<file path="src/rtl/ysyx_24080006_icache_ctrl_if.sv">
// I-cache controller bus bundle: IFU fetch port, line-SRAM port, AXI read channel, counters.
interface ysyx_24080006_icache_ctrl_if #(
  parameter int unsigned IC_N       = 4,
  parameter int unsigned LINE_WORDS = 4,
  parameter int unsigned ADDR_W     = 32
);
  localparam int unsigned OFF   = $clog2(LINE_WORDS * 4);
  localparam int unsigned TAG_W = ADDR_W - OFF - IC_N;

  // IFU fetch port
  logic                    req_valid;
  logic                    req_ready;
  logic [ADDR_W-1:0]       req_addr;
  logic                    resp_valid;
  logic                    resp_ready;
  logic [31:0]             resp_inst;
  logic                    resp_err;
  logic                    fence_i;
  // line SRAM port
  logic [IC_N-1:0]         ic_index;
  logic                    ic_we;
  logic                    ic_wvalid;
  logic [TAG_W-1:0]        ic_wtag;
  logic [32*LINE_WORDS-1:0] ic_wline;
  logic                    ic_rvalid;
  logic [TAG_W-1:0]        ic_rtag;
  logic [32*LINE_WORDS-1:0] ic_rline;
  // AXI read channel
  logic                    arvalid;
  logic                    arready;
  logic [ADDR_W-1:0]       araddr;
  logic [7:0]              arlen;
  logic [2:0]              arsize;
  logic [1:0]              arburst;
  logic                    rvalid;
  logic                    rready;
  logic [31:0]             rdata;
  logic [1:0]              rresp;
  logic                    rlast;
  // statistics
  logic [31:0]             hit_cnt;
  logic [31:0]             miss_cnt;

  modport master (
    input  req_valid, req_addr, resp_ready, fence_i,
           ic_rvalid, ic_rtag, ic_rline,
           arready, rvalid, rdata, rresp, rlast,
    output req_ready, resp_valid, resp_inst, resp_err,
           ic_index, ic_we, ic_wvalid, ic_wtag, ic_wline,
           arvalid, araddr, arlen, arsize, arburst, rready,
           hit_cnt, miss_cnt
  );

  modport slave (
    output req_valid, req_addr, resp_ready, fence_i,
           ic_rvalid, ic_rtag, ic_rline,
           arready, rvalid, rdata, rresp, rlast,
    input  req_ready, resp_valid, resp_inst, resp_err,
           ic_index, ic_we, ic_wvalid, ic_wtag, ic_wline,
           arvalid, araddr, arlen, arsize, arburst, rready,
           hit_cnt, miss_cnt
  );
endinterface

</file>
<file path="src/rtl/ysyx_24080006_icache_ctrl.sv">
// I-cache sequencer: tag lookup, line refill over AXI burst, SRAM write-back, full invalidation.
module ysyx_24080006_icache_ctrl #(
  parameter int unsigned IC_N       = 4,
  parameter int unsigned LINE_WORDS = 4,
  parameter int unsigned ADDR_W     = 32
) (
  input  logic                          clock,
  input  logic                          reset,
  ysyx_24080006_icache_ctrl_if.master   bus
);
  localparam int unsigned OFF    = $clog2(LINE_WORDS * 4);
  localparam int unsigned WORD_W = OFF - 2;
  localparam int unsigned TAG_W  = ADDR_W - OFF - IC_N;

  typedef enum logic [2:0] {
    S_FLUSH, S_IDLE, S_LOOKUP, S_AR, S_RFILL, S_WRITE, S_RESP
  } state_e;

  state_e                         state_q, state_d;
  logic [IC_N-1:0]                sweep_q, sweep_d;
  logic [ADDR_W-1:0]              addr_q, addr_d;
  logic [WORD_W-1:0]              beat_q, beat_d;
  logic                           err_q, err_d;
  logic [LINE_WORDS-1:0][31:0]    buf_q, buf_d;
  logic                           fence_pend_q, fence_pend_d;
  logic [31:0]                    hit_cnt_q, hit_cnt_d;
  logic [31:0]                    miss_cnt_q, miss_cnt_d;
  logic [31:0]                    resp_inst_q, resp_inst_d;
  logic                           resp_err_q, resp_err_d;

  logic [TAG_W-1:0]               tag;
  logic [IC_N-1:0]                idx;
  logic [WORD_W-1:0]              word;
  logic                           misaligned;
  logic                           hit;
  logic [LINE_WORDS-1:0][31:0]    rline;

  // Fields of the latched fetch address
  assign tag        = addr_q[ADDR_W-1 -: TAG_W];
  assign idx        = addr_q[OFF +: IC_N];
  assign word       = addr_q[2 +: WORD_W];
  assign misaligned = addr_q[1:0] != 2'b00;
  assign rline      = bus.ic_rline;
  assign hit        = bus.ic_rvalid && (bus.ic_rtag == tag);

  // State and datapath registers
  always_ff @(posedge clock or negedge reset) begin
    if (!reset) begin
      state_q      <= S_FLUSH;
      sweep_q      <= '0;
      addr_q       <= '0;
      beat_q       <= '0;
      err_q        <= 1'b0;
      buf_q        <= '0;
      fence_pend_q <= 1'b0;
      hit_cnt_q    <= '0;
      miss_cnt_q   <= '0;
      resp_inst_q  <= '0;
      resp_err_q   <= 1'b0;
    end else begin
      state_q      <= state_d;
      sweep_q      <= sweep_d;
      addr_q       <= addr_d;
      beat_q       <= beat_d;
      err_q        <= err_d;
      buf_q        <= buf_d;
      fence_pend_q <= fence_pend_d;
      hit_cnt_q    <= hit_cnt_d;
      miss_cnt_q   <= miss_cnt_d;
      resp_inst_q  <= resp_inst_d;
      resp_err_q   <= resp_err_d;
    end
  end

  // Next-state and datapath update
  always_comb begin
    state_d      = state_q;
    sweep_d      = sweep_q;
    addr_d       = addr_q;
    beat_d       = beat_q;
    err_d        = err_q;
    buf_d        = buf_q;
    fence_pend_d = fence_pend_q;
    hit_cnt_d    = hit_cnt_q;
    miss_cnt_d   = miss_cnt_q;
    resp_inst_d  = resp_inst_q;
    resp_err_d   = resp_err_q;

    // A fence seen while busy is remembered and serviced from IDLE
    if (bus.fence_i && (state_q != S_IDLE)) fence_pend_d = 1'b1;

    unique case (state_q)
      S_FLUSH: begin
        sweep_d = sweep_q + IC_N'(1);
        if (&sweep_q) state_d = S_IDLE;
      end
      S_IDLE: begin
        if (bus.fence_i || fence_pend_q) begin
          fence_pend_d = 1'b0;
          sweep_d      = '0;
          state_d      = S_FLUSH;
        end else if (bus.req_valid) begin
          addr_d  = bus.req_addr;
          state_d = S_LOOKUP;
        end
      end
      S_LOOKUP: begin
        if (misaligned) begin
          resp_inst_d = '0;
          resp_err_d  = 1'b1;
          state_d     = S_RESP;
        end else if (hit) begin
          resp_inst_d = rline[word];
          resp_err_d  = 1'b0;
          hit_cnt_d   = hit_cnt_q + 32'd1;
          state_d     = S_RESP;
        end else begin
          miss_cnt_d = miss_cnt_q + 32'd1;
          err_d      = 1'b0;
          beat_d     = '0;
          state_d    = S_AR;
        end
      end
      S_AR: begin
        if (bus.arready) state_d = S_RFILL;
      end
      S_RFILL: begin
        if (bus.rvalid) begin
          buf_d[beat_q] = bus.rdata;
          beat_d        = beat_q + WORD_W'(1);
          if (bus.rresp != 2'b00) err_d = 1'b1;
          if (bus.rlast != (&beat_q)) err_d = 1'b1;
          if (bus.rlast) state_d = S_WRITE;
        end
      end
      S_WRITE: begin
        resp_inst_d = buf_q[word];
        resp_err_d  = err_q;
        state_d     = S_RESP;
      end
      S_RESP: begin
        if (bus.resp_ready) state_d = S_IDLE;
      end
      default: state_d = S_FLUSH;
    endcase
  end

  // Outputs decoded from registered state
  assign bus.req_ready  = (state_q == S_IDLE) && !fence_pend_q;
  assign bus.resp_valid = state_q == S_RESP;
  assign bus.resp_inst  = resp_inst_q;
  assign bus.resp_err   = resp_err_q;
  assign bus.ic_index   = (state_q == S_FLUSH) ? sweep_q : idx;
  assign bus.ic_we      = (state_q == S_FLUSH) || ((state_q == S_WRITE) && !err_q);
  assign bus.ic_wvalid  = (state_q == S_WRITE) && !err_q;
  assign bus.ic_wtag    = tag;
  assign bus.ic_wline   = buf_q;
  assign bus.arvalid    = state_q == S_AR;
  assign bus.araddr     = {tag, idx, OFF'(0)};
  assign bus.arlen      = 8'(LINE_WORDS - 1);
  assign bus.arsize     = 3'b010;
  assign bus.arburst    = 2'b01;
  assign bus.rready     = state_q == S_RFILL;
  assign bus.hit_cnt    = hit_cnt_q;
  assign bus.miss_cnt   = miss_cnt_q;
endmodule

</file>
<file path="src/flat_wrapper.sv">
// flat-port wrapper written by rule: the top's interface ports become plain ports
module ysyx_24080006_icache_ctrl_flat 
#(
  parameter int unsigned IC_N       = 4,
  parameter int unsigned LINE_WORDS = 4,
  parameter int unsigned ADDR_W     = 32
)
  (clock, reset, bus_req_valid, bus_req_addr, bus_resp_ready, bus_fence_i, bus_ic_rvalid, bus_ic_rtag, bus_ic_rline, bus_arready, bus_rvalid, bus_rdata, bus_rresp, bus_rlast, bus_req_ready, bus_resp_valid, bus_resp_inst, bus_resp_err, bus_ic_index, bus_ic_we, bus_ic_wvalid, bus_ic_wtag, bus_ic_wline, bus_arvalid, bus_araddr, bus_arlen, bus_arsize, bus_arburst, bus_rready, bus_hit_cnt, bus_miss_cnt);
  ysyx_24080006_icache_ctrl_if #(.IC_N(IC_N), .LINE_WORDS(LINE_WORDS), .ADDR_W(ADDR_W)) bus_i ();
  input  logic clock;
  input  logic reset;
  input wire logic [$bits(bus_i.req_valid)-1:0] bus_req_valid;
  input wire logic [$bits(bus_i.req_addr)-1:0] bus_req_addr;
  input wire logic [$bits(bus_i.resp_ready)-1:0] bus_resp_ready;
  input wire logic [$bits(bus_i.fence_i)-1:0] bus_fence_i;
  input wire logic [$bits(bus_i.ic_rvalid)-1:0] bus_ic_rvalid;
  input wire logic [$bits(bus_i.ic_rtag)-1:0] bus_ic_rtag;
  input wire logic [$bits(bus_i.ic_rline)-1:0] bus_ic_rline;
  input wire logic [$bits(bus_i.arready)-1:0] bus_arready;
  input wire logic [$bits(bus_i.rvalid)-1:0] bus_rvalid;
  input wire logic [$bits(bus_i.rdata)-1:0] bus_rdata;
  input wire logic [$bits(bus_i.rresp)-1:0] bus_rresp;
  input wire logic [$bits(bus_i.rlast)-1:0] bus_rlast;
  output wire logic [$bits(bus_i.req_ready)-1:0] bus_req_ready;
  output wire logic [$bits(bus_i.resp_valid)-1:0] bus_resp_valid;
  output wire logic [$bits(bus_i.resp_inst)-1:0] bus_resp_inst;
  output wire logic [$bits(bus_i.resp_err)-1:0] bus_resp_err;
  output wire logic [$bits(bus_i.ic_index)-1:0] bus_ic_index;
  output wire logic [$bits(bus_i.ic_we)-1:0] bus_ic_we;
  output wire logic [$bits(bus_i.ic_wvalid)-1:0] bus_ic_wvalid;
  output wire logic [$bits(bus_i.ic_wtag)-1:0] bus_ic_wtag;
  output wire logic [$bits(bus_i.ic_wline)-1:0] bus_ic_wline;
  output wire logic [$bits(bus_i.arvalid)-1:0] bus_arvalid;
  output wire logic [$bits(bus_i.araddr)-1:0] bus_araddr;
  output wire logic [$bits(bus_i.arlen)-1:0] bus_arlen;
  output wire logic [$bits(bus_i.arsize)-1:0] bus_arsize;
  output wire logic [$bits(bus_i.arburst)-1:0] bus_arburst;
  output wire logic [$bits(bus_i.rready)-1:0] bus_rready;
  output wire logic [$bits(bus_i.hit_cnt)-1:0] bus_hit_cnt;
  output wire logic [$bits(bus_i.miss_cnt)-1:0] bus_miss_cnt;
  assign bus_i.req_valid = bus_req_valid;
  assign bus_i.req_addr = bus_req_addr;
  assign bus_i.resp_ready = bus_resp_ready;
  assign bus_i.fence_i = bus_fence_i;
  assign bus_i.ic_rvalid = bus_ic_rvalid;
  assign bus_i.ic_rtag = bus_ic_rtag;
  assign bus_i.ic_rline = bus_ic_rline;
  assign bus_i.arready = bus_arready;
  assign bus_i.rvalid = bus_rvalid;
  assign bus_i.rdata = bus_rdata;
  assign bus_i.rresp = bus_rresp;
  assign bus_i.rlast = bus_rlast;
  assign bus_req_ready = bus_i.req_ready;
  assign bus_resp_valid = bus_i.resp_valid;
  assign bus_resp_inst = bus_i.resp_inst;
  assign bus_resp_err = bus_i.resp_err;
  assign bus_ic_index = bus_i.ic_index;
  assign bus_ic_we = bus_i.ic_we;
  assign bus_ic_wvalid = bus_i.ic_wvalid;
  assign bus_ic_wtag = bus_i.ic_wtag;
  assign bus_ic_wline = bus_i.ic_wline;
  assign bus_arvalid = bus_i.arvalid;
  assign bus_araddr = bus_i.araddr;
  assign bus_arlen = bus_i.arlen;
  assign bus_arsize = bus_i.arsize;
  assign bus_arburst = bus_i.arburst;
  assign bus_rready = bus_i.rready;
  assign bus_hit_cnt = bus_i.hit_cnt;
  assign bus_miss_cnt = bus_i.miss_cnt;
  ysyx_24080006_icache_ctrl #(.IC_N(IC_N), .LINE_WORDS(LINE_WORDS), .ADDR_W(ADDR_W)) u_core (.clock(clock), .reset(reset), .bus(bus_i));
endmodule
</file>
<file path="config.mk">
export PLATFORM = sky130hd
export DESIGN_NAME = ysyx_24080006_icache_ctrl_flat
export DESIGN_NICKNAME = d
export VERILOG_FILES = /design/src/rtl/ysyx_24080006_icache_ctrl_if.sv /design/src/rtl/ysyx_24080006_icache_ctrl.sv /design/src/flat_wrapper.sv
export SDC_FILE = /design/constraint.sdc
export NUM_CORES = 1
export LEC_CHECK = 0
export ABC_AREA = 1
export BUFFER_PORTS_ARGS = -buffer_cell sky130_fd_sc_hd__buf_4
export CAP_MARGIN = 20
export CORE_MARGIN = 1
export CORE_UTILIZATION = 25
export DETAILED_ROUTE_END_ITERATION = 8
export PLACE_DENSITY = 0.43
export REMOVE_ABC_BUFFERS = 1
export SYNTH_ARGS = -nofsm -noshare
export SYNTH_HDL_FRONTEND = slang
export SYNTH_SLANG_ARGS = --single-unit
</file>
<file path="constraint.sdc">
create_clock -name clock -period 2.18 [get_ports clock]
set_clock_uncertainty 0.2 [all_clocks]
set_input_delay 0.327 -clock clock [delete_from_list [all_inputs] [get_ports clock]]
set_output_delay 0.327 -clock clock [all_outputs]
set_load 0.02 [all_outputs]
</file>
==> results of run 1 <==
-- worst paths after layout --
| kind | from | cells past startpoint | endpoint | slack, ns |
|---|---|---|---|---|
| setup / recovery | u_core.state_q[1] | 7 | bus_ic_index[2] | -0.05 |
| hold / removal | bus_req_valid | 3 | u_core.addr_q[7] | 0.06 |
| setup reg to reg | u_core.addr_q[10] | 10 | u_core.bus.resp_inst[28] | -0.02 |
| hold reg to reg | u_core.bus.resp_inst[22] | 2 | u_core.bus.resp_inst[22] | 0.28 |
| max in group asynchronous | reset | 3 | u_core.bus.miss_cnt[5] | 0.53 |
| min in group asynchronous | reset | 3 | u_core.bus.resp_inst[15] | 0.19 |
-- through the flow --
step / worst slack (ns) / hold slack [ns] / power (mW)
floorplan: -2.035 / -0.1686 / 13.59
global placement: -0.2756 / -0.01887 / 20.47
detailed placement: -0.3456 / -0.01672 / 20.57
CTS: -0.08084 / 0.02816 / 26.90
global route: -0.1440 / 0.05676 / 29.42
finish: -0.05463 / 0.06060 / 27.77
-- synthesized netlist by cell type, types with 2 or more instances --
cell type,instances
nand4_1,47
dfrtp_1,268
buf_6,2
mux2_1,3
o22ai_1,33
nand3_1,70
nor2_4,2
a21oi_1,112
xnor2_1,13
nor2_1,197
nor2_2,6
ha_1,7
clkbuf_1,43
xor2_1,37
buf_4,76
a21o_1,28
o21ai_1,7
mux2_2,77
nor3_1,34
nand3_2,5
inv_1,181
nor3b_1,2
o21ai_0,229
nand2_1,457
a22o_1,4
conb_1,2
and2_1,4
nand3b_1,8
nand2_2,3
buf_2,46
and3_1,2
buf_1,2
inv_2,7
-- area by class of cell --
class | count | area [um^2]
fillers | 6389 | 37670
diodes | 1 | 2.502
repair buffers | 767 | 6635
well taps | 837 | 1047
multi-input cells | 1414 | 7777
inverters | 189 | 718.2
clock buffers | 53 | 1055
clock inverters | 11 | 91.34
flip-flops and latches | 268 | 6711
-- layer usage --
| layer | share of wire [%] | wire, um |
|---|---|---|
| met3 | 6.6 | 4619 |
| met1 | 43 | 30150 |
| met4 | 3.0 | 2100 |
| met5 | 0.019 | 13 |
| met2 | 47 | 33290 |
-- power groups by stage --
stage / Combinational, mW / Sequential, mW / Clock (mW)
after floorplan: 4.39 / 9.20 / 0
after global placement: 13.2 / 7.28 / 0
after detailed placement: 13.2 / 7.33 / 0
after CTS: 13.6 / 7.26 / 6.04
after global routing: 15.7 / 7.55 / 6.19
final: 14.6 / 7.36 / 5.82
-- kinds of logic (layout without fill, tap and decap cells) --
| group | Yosys count | count (layout) |
|---|---|---|
| AOI/OAI and AO/OA | 416 | 416 |
| buffers and inverters | 358 | 1020 |
| other | 2 | 18 |
| DFF | 268 | 268 |
| muxes | 81 | 81 |
| adders and majority gates | 7 | 7 |
| and+or+nand+nor | 840 | 843 |
| xor gates and xnor gates | 50 | 50 |
-- repair_timing --
item | CTS | global route
endpoints found under the hold margin | 434 | 0
hold buffers | 72 | 0
resized for setup | 29 | 136
buffers inserted | 7 | 28
pin swaps | 8 | 31
cloned | 3 | 11
setup endpoints to repair | 108 | 118
-- registers in the layout, indices dropped and copies added, names as in the netlist --
signal                cells
u_core.bus.resp_err       1
u_core.sweep_q            4
u_core.bus.hit_cnt       32
u_core.beat_q             2
u_core.bus.ic_wline     128
u_core.err_q              1
u_core.state_q            3
u_core.addr_q            32
u_core.fence_pend_q       1
u_core.bus.resp_inst     32
u_core.bus.miss_cnt      32
-- tightest hold or removal path: stages --
cell and delay [ns]:
buf_4 0.12, nand2_2 0.16, mux2_2 0.18
==> results.json, run 1 <==
{
  "gp_congestion": 0.8901,
  "cts_tree": "done",
  "rsz0062_at_grt": "true",
  "rows": 91,
  "root_buffer": "clkbuf_16",
  "gr-usage-met3_pct": 4.746,
  "synth_warnings": 0,
  "min_path_type": "primary input to flip-flop",
  "setup_viol": 11,
  "synth_compound_area_share_pct": 14.23,
  "track_usage_pct": 20.95,
  "swShare_pct": 43.15,
  "dpl-instance-area_um2": 20990,
  "synth-simple-area-share_pct": 22.75,
  "most-common-layout-cells": "629 x buf_4, 399 x nand2_1, 266 x dfrtp_1",
  "synth_xor_area_share_pct": 2.801,
  "insertion_delay_ns": 0.56,
  "setup_tns_ns": -0.2322,
  "drive_gt1_share_pct": 35.64,
  "path_class": "flip-flop to output pin",
  "antenna_found_initial": 1,
  "worst_slack_ns": -0.05463,
  "tightest_slew_ns": 0.6371,
  "io_pins": 531,
  "power.switching_mw": 11.98,
  "die_area_um2": 63540,
  "p_comb_share_pct": 52.5,
  "io_buffers": 513,
  "ys_top_cells_by_area": "dfrtp_1 43%, nand2_1 11%, o21ai_0 7.3%",
  "cpMaxStageDelayCell": "dfrtp_1",
  "hold_viol_final": 0,
  "final_common_cell": "buf_4",
  "netlist_instances": 2022,
  "layout.nets": 2910,
  "synth_top_family_by_area": "simple AND/OR/NAND/NOR gates",
  "route.vias.total": 16480,
  "die_h_um": 252.1,
  "drc": 0,
  "clock-sinks": 268,
  "clk_pin_slew_ns": 0.06,
  "wirelength_um": 70180,
  "internal_power_mw": 15.79,
  "core_um2": 61710,
  "final-max-slew-violation-count": 0,
  "syn_area_um2": 15630,
  "initial_core_util_pct": 25.33,
  "drv_cap": 0,
  "wl_per_cell_um": 19.82,
  "ys_seq_area_share_pct": 42.90,
  "synth_edf_count": 0,
  "use_met2_pct": 35.25,
  "ant_nets": 0,
  "irDropWorstVdd_mv": 0.7541,
  "htreeDepth": 2,
  "leakagePower_nw": 11.78,
  "power_density_nw_per_um2": 1155,
  "grt_max_degree": 76,
  "final_area_um2": 24040,
  "min_period_over_period_pct": 102.5,
  "status": "finished with violations",
  "yosys.area.top_type": "dfrtp_1",
  "max_freq_ghz": 0.4475,
  "grt-busiest-layer": "met2",
  "async_flop_share_pct": 100.0,
  "hpwl_um": 49540,
  "violations": "setup timing",
  "muxShareOfSynthArea_pct": 5.826,
  "synthAdderAreaFrac_pct": 0.5602,
  "clock_power_share_pct": 20.9,
  "layout_min_cycle_time_ns": 2.235,
  "synth_top_flop_cell": "dfrtp_1",
  "arrival_ns": 1.71,
  "slew_headroom_pct": 57.39,
  "synth.distinct_cells": 41,
  "post-route-util_pct": 38.95,
  "syn2layout_area_growth_pct": 53.76,
  "instances_no_fill": 3540,
  "crit_buf_inv": 3,
  "use_met1_pct": 26.27,
  "clockBufferDepth": 3,
  "synth_area_per_cell_um2": 7.732,
  "dp_cells": 3354,
  "drt_iter0_drc": 1026,
  "cts-buffers-inserted": 36,
  "critPathLaunchType": "flip-flop",
  "vias_per_cell": 4.654,
  "p_seq_share_pct": 26.5,
  "first_pass_iters": 5,
  "cp.required_ns": 1.65,
  "slowest_delay_ns": 0.42,
  "yosysTopAreaCellShare_pct": 42.90,
  "grt_overflow": 0,
  "fp.dieW_um": 252.1,
  "ys_ff_latch": 268,
  "grt_pass1_vias": 16070,
  "grt_pass1_wl_um": 101100,
  "endpoint_kind": "output pin",
  "critical-path-top-delay-family": "flip-flops",
  "path_cells": "nor2_2 > buf_4 > nand2_4 > buf_8 > nand2_2 > o21ai_4 > buf_6",
  "cp_max_fo": 7
}
Note: power is estimated with default switching activity, not from simulation.
==> run 2: changes to the inputs <==
- REMOVE_ABC_BUFFERS: 1 -> unset
==> run 2 against run 1 <==
The flow still finishes with violations (setup timing); global-route usage decreased by 0.11 points; routed wire length decreased by 3.2%; cell area decreased by 4.3%; critical endpoint is now bus_ic_we.
==> results.json, run 2 (synthesis results as in run 1) <==
{
  "io_pins": 531,
  "leakagePower_nw": 11.30,
  "drv_cap": 0,
  "drive_gt1_share_pct": 31.33,
  "grt_overflow": 0,
  "layout_min_cycle_time_ns": 2.258,
  "track_usage_pct": 20.84,
  "r2r-end": "u_core.bus.resp_inst[25]",
  "hpwl_um": 51000,
  "grt_max_degree": 69,
  "grt_pass1_vias": 15970,
  "root_buffer": "clkbuf_16",
  "io_buffers": 513,
  "final_common_cell": "buf_4",
  "dp_cells": 3327,
  "htreeDepth": 2,
  "route.vias.total": 16070,
  "power_density_nw_per_um2": 1164,
  "fp.dieW_um": 252.1,
  "endpoint_kind": "output pin",
  "grt_pass1_wl_um": 101000,
  "insertion_delay_ns": 0.55,
  "initial_core_util_pct": 25.33,
  "clockBufferDepth": 3,
  "wirelength_um": 67960,
  "clock-sinks": 268,
  "hold_viol_final": 0,
  "worst_slack_ns": -0.07788,
  "most-common-layout-cells": "600 x buf_4, 453 x nand2_1, 264 x dfrtp_1",
  "antenna_found_initial": 6,
  "vias_per_cell": 4.618,
  "rrSetupSlack_ns": 0.09,
  "max_freq_ghz": 0.4429,
  "cts_tree": "done",
  "critPathLaunchType": "flip-flop",
  "largest_reg_flops": 128,
  "rsz0062_at_grt": "true",
  "drc": 0,
  "cp_max_fo": 4,
  "instances_no_fill": 3480,
  "path_class": "flip-flop to output pin",
  "final-max-slew-violation-count": 0,
  "min_period_over_period_pct": 103.6,
  "total_power_mw": 26.77,
  "r2r_cells": 9,
  "arrival_ns": 1.73,
  "post-route-util_pct": 37.28,
  "drt_iter0_drc": 898,
  "slew_headroom_pct": 63.35,
  "timing.hold.ws_ns": 0.06201,
  "rows": 91,
  "wl_per_cell_um": 19.53,
  "gp_congestion": 0.8925,
  "first_pass_iters": 5,
  "tightest_slew_ns": 0.5497,
  "clk_pin_slew_ns": 0.06,
  "setup_viol": 4,
  "cts-buffers-inserted": 36,
  "die_area_um2": 63540,
  "ant_nets": 0,
  "status": "finished with violations",
  "violations": "setup timing",
  "timing.rr.start": "u_core.addr_q[24]",
  "core_um2": 61710,
  "irDropWorstVdd_mv": 0.8285,
  "min_path_type": "primary input to asynchronous set/reset pin",
  "syn2layout_area_growth_pct": 47.14,
  "die_h_um": 252.1,
  "layout.nets": 2852,
  "cp.required_ns": 1.65
}
run 2: changes by cell type in the layout (fill, tap and decap cells not counted), moves of 9 or more:
cell | before | now
nand3_1 | 58 | 70
nand3_2 | 17 | 5
buf_12 | 35 | 26
nand2_4 | 20 | 2
nand2_1 | 399 | 453
buf_4 | 629 | 600
nand2_2 | 41 | 5
run 2: critical path, cell delays in order (launching register included):
cell and delay, ns:
dfrtp_1 0.41, buf_6 0.14, nor3_4 0.17, inv_2 0.07
buf_12 0.13, o21ai_4 0.11, buf_6 0.15
run 2: per-stage QoR:
step                setup slack, ns  cell area, um^2  TNS (ns)
global route                -0.1712            23000   -0.9920
global placement           -0.06558            20780    -1.373
detailed placement         -0.05366            20780    -2.230
CTS                         -0.1124            22710   -0.5333
floorplan                    0.1567            15690         0
finish                     -0.07788            23000   -0.2004
run 2: area by class of cell:
| type | count | area (um^2) |
|---|---|---|
| clock inverter | 9 | 102.6 |
| antenna | 3 | 7.507 |
| fill | 6491 | 38710 |
| timing repair buffer | 712 | 5961 |
| inverter | 189 | 721.9 |
| clock buffer | 51 | 1007 |
| sequential | 268 | 6714 |
| multi-input combinational | 1411 | 7442 |
| tap | 837 | 1047 |
run 2: worst max path at each step:
stage | from | endpoint | cells after the start
after floorplan | u_core.state_q[0] | bus_ic_we | 5
after global placement | u_core.addr_q[24] | u_core.bus.hit_cnt[30] | 8
after detailed placement | u_core.addr_q[24] | u_core.bus.hit_cnt[30] | 9
after CTS | u_core.state_q[0] | bus_ic_index[0] | 6
after global routing | u_core.state_q[1] | bus_ic_we | 6
final | u_core.state_q[1] | bus_ic_we | 6
run 2: power breakdown:
group          switching, mW  total (mW)  internal, mW
clock network           2.41        5.76          3.35
registers               1.11        7.41          6.30
logic                   8.14        13.6          5.46
run 2: repair_timing:
item / in CTS / in global routing
endpoints found under the hold margin: 293 / 0
setup endpoints to repair: 70 / 146
gates resized for setup: 19 / 40
pin swaps: 1 / 7
buffers inserted: 3 / 13
cloned: 1 / 2
hold buffers: 71 / 0
run 2: layer usage:
metal | part of all wire [%] | global-route usage, % | vias up
li1 | - | - | 7735
met1 | 42 | 25.63 | 7685
met2 | 50 | 36.86 | 563
met3 | 6.3 | 4.220 | 82
met4 | 2.0 | 5.316 | 6
met5 | 0.059 | 0 | -
==> run 3: changes to the inputs <==
- PLACE_DENSITY: 0.43 -> unset
- PLACE_DENSITY_LB_ADDON: unset -> 0.05
==> run 3 against run 2 <==
Fmax is 1.1% higher; sequential power grew 1%; sequential share of layout area is 0.90 points lower; routed wire length up 3.4%; hold slack worse by 0.050 ns; register-to-register slack got worse by 0.11 ns; worst setup slack better by 0.025 ns; largest cell class unchanged; the run still ends with setup timing left; power increased by 2.6%; clock power rose by 10%; critical path depth did not move; first-iteration DRC count increased by 6.5%.
==> results.json, run 3 (synthesis results as in run 1) <==
{
  "wl_per_cell_um": 20.12,
  "r2r_cells": 12,
  "rsz0062_at_grt": "true",
  "largest_reg_flops": 128,
  "clockBufferDepth": 3,
  "vias_per_cell": 4.570,
  "path_cells": "buf_6 > nor3_4 > inv_2 > buf_12 > o21ai_2 > buf_6",
  "most-common-layout-cells": "605 x buf_4, 357 x nand2_1, 265 x dfrtp_1",
  "holdPathEnd": "u_core.err_q",
  "clk_pin_slew_ns": 0.05,
  "layout_min_cycle_time_ns": 2.232,
  "ant_nets": 0,
  "min_period_over_period_pct": 102.4,
  "cp.depth": 6,
  "wirelength_um": 70290,
  "hpwl_um": 51810,
  "dpl_worst_slack_ns": -0.1076,
  "setup_viol": 12,
  "p_seq_share_pct": 27.3,
  "cts_tree": "done",
  "initial_core_util_pct": 25.33,
  "swShare_pct": 42.80,
  "timing.rr.start": "u_core.addr_q[13]",
  "antenna_found_initial": 2,
  "die_area_um2": 63540,
  "p_comb_share_pct": 49.5,
  "drive_gt1_share_pct": 35.53,
  "hold_depth": 5,
  "critPathLaunchType": "flip-flop",
  "cpMaxStageDelayCell": "dfrtp_1",
  "total_power_mw": 27.47,
  "root_buffer": "clkbuf_16",
  "rrSetupSlack_ns": -0.02,
  "grt_max_degree": 53,
  "r2r-end": "u_core.bus.resp_inst[27]",
  "final_common_cell": "buf_4",
  "die_h_um": 252.1,
  "holdCritStartpoint": "bus_rresp[0]",
  "cp_max_fo": 3,
  "endpoint_kind": "output pin",
  "gp_congestion": 0.8493,
  "internal_power_mw": 15.71,
  "route.vias.total": 15970,
  "power_density_nw_per_um2": 1158,
  "cp.required_ns": 1.65,
  "seq_area_um2": 6713,
  "syn2layout_area_growth_pct": 51.77,
  "grt_overflow": 0,
  "cts-buffers-inserted": 37,
  "slowest_delay_ns": 0.39,
  "io_buffers": 513,
  "grt_pass1_wl_um": 102200,
  "drv_cap": 0,
  "worst_slack_ns": -0.05242,
  "power.switching_mw": 11.76,
  "drt_iter0_drc": 956,
  "clock-sinks": 268,
  "core_um2": 61710,
  "arrival_ns": 1.71,
  "min_path_type": "primary input to flip-flop",
  "io_pins": 531,
  "irDropWorstVdd_mv": 0.6911,
  "final-max-slew-violation-count": 0,
  "multi_input_area_um2": 7869,
  "critPathMostFrequentCell": "buf_6",
  "max_freq_ghz": 0.4479,
  "insertion_delay_ns": 0.55,
  "grt_pass1_vias": 16080,
  "tightest_slew_ns": 0.5206,
  "violations": "setup timing",
  "drc": 0,
  "status": "finished with violations",
  "hold_viol_final": 0,
  "n_antenna_cell": 0,
  "path_class": "flip-flop to output pin",
  "crit_buf_inv": 4,
  "clock_power_share_pct": 23.1,
  "htreeDepth": 2,
  "slew_headroom_pct": 65.30,
  "fillerInstances": 6528,
  "fp.dieW_um": 252.1,
  "layout.nets": 2862,
  "first_pass_iters": 5,
  "rows": 91,
  "critical-path-top-delay-family": "buffers and inverters",
  "leakagePower_nw": 11.56,
  "track_usage_pct": 21.21
}
[run 3: cell count changes in the layout (fill, tap and decap cells not counted), moves of 5 or more]
| cell | before | now |
|---|---|---|
| nand2_1 | 453 | 357 |
| nand2_2 | 5 | 65 |
| nand2_4 | 2 | 38 |
| buf_4 | 600 | 605 |
| clkbuf_16 | 38 | 45 |
[run 3: cell type report]
cell class | instances | area share [%]
sequential | 268 | 28.29
timing repair buffer | 721 | 25.78
clock inverter | 12 | 0.5853
inverter | 189 | 3.011
multi-input combinational | 1411 | 33.16
clock buffer | 56 | 4.762
tap | 837 | 4.414
[run 3: worst max-delay path by stage]
stage / startpoint / to / slack, ns
after floorplan: u_core.state_q[0] / bus_ic_we / 0.16
after detailed placement: bus_ic_rtag[2] / u_core.bus.resp_inst[10] / -0.11
final: u_core.state_q[1] / bus_ic_we / -0.05
after global routing: u_core.state_q[0] / bus_ic_index[0] / -0.15
after CTS: u_core.state_q[1] / bus_ic_we / -0.09
after global placement: u_core.addr_q[2] / u_core.bus.resp_inst[0] / -0.10
[run 3: tightest hold or removal path, stage by stage]
cell      delay [ns]
buf_4           0.08
a211oi_1        0.03
o21ai_0         0.08
nand3_1         0.08
a21oi_1         0.12
[run 3: power groups by stage]
stage                     Clock [mW]  Combinational (mW)  Sequential [mW]
after floorplan                    0                6.22             8.35
after global placement             0                12.8             7.47
after detailed placement           0                12.8             7.50
after CTS                       6.58                13.1             7.45
after global routing            6.76                14.7             7.69
final                           6.35                13.6             7.51
[run 3: metal layers]
layer	global-route usage (%)	vias up	share of wire, %
met5	0	-	0.038
met4	5.074	4	1.9
met3	5.292	78	6.5
met2	37.43	447	50
met1	25.68	7673	42
li1	-	7767	-
[run 3: through the flow]
step | cells | hold slack (ns) | setup TNS (ns) | area, um^2 | utilization, %
after floorplan | 2037 | -0.1686 | 0 | 15690 | -
after global placement | 3329 | 0.04146 | -2.349 | 20790 | 33.69
after detailed placement | 3329 | 0.03809 | -3.786 | 20790 | 33.69
after CTS | 3472 | 0.002258 | -0.2023 | 22900 | 37.11
after global routing | 3494 | 0.04155 | -6.431 | 23730 | 38.45
final | 3494 | 0.01244 | -0.1826 | 23730 | 38.45
[run 3: what timing repair did]
action / CTS / global route
endpoints found under the setup margin: 62 / 149
cloned: 1 / 9
endpoints found under the hold margin: 434 / 0
resized for setup: 21 / 161
pin swaps: 4 / 17
setup buffers: 3 / 13
hold buffers: 71 / 0
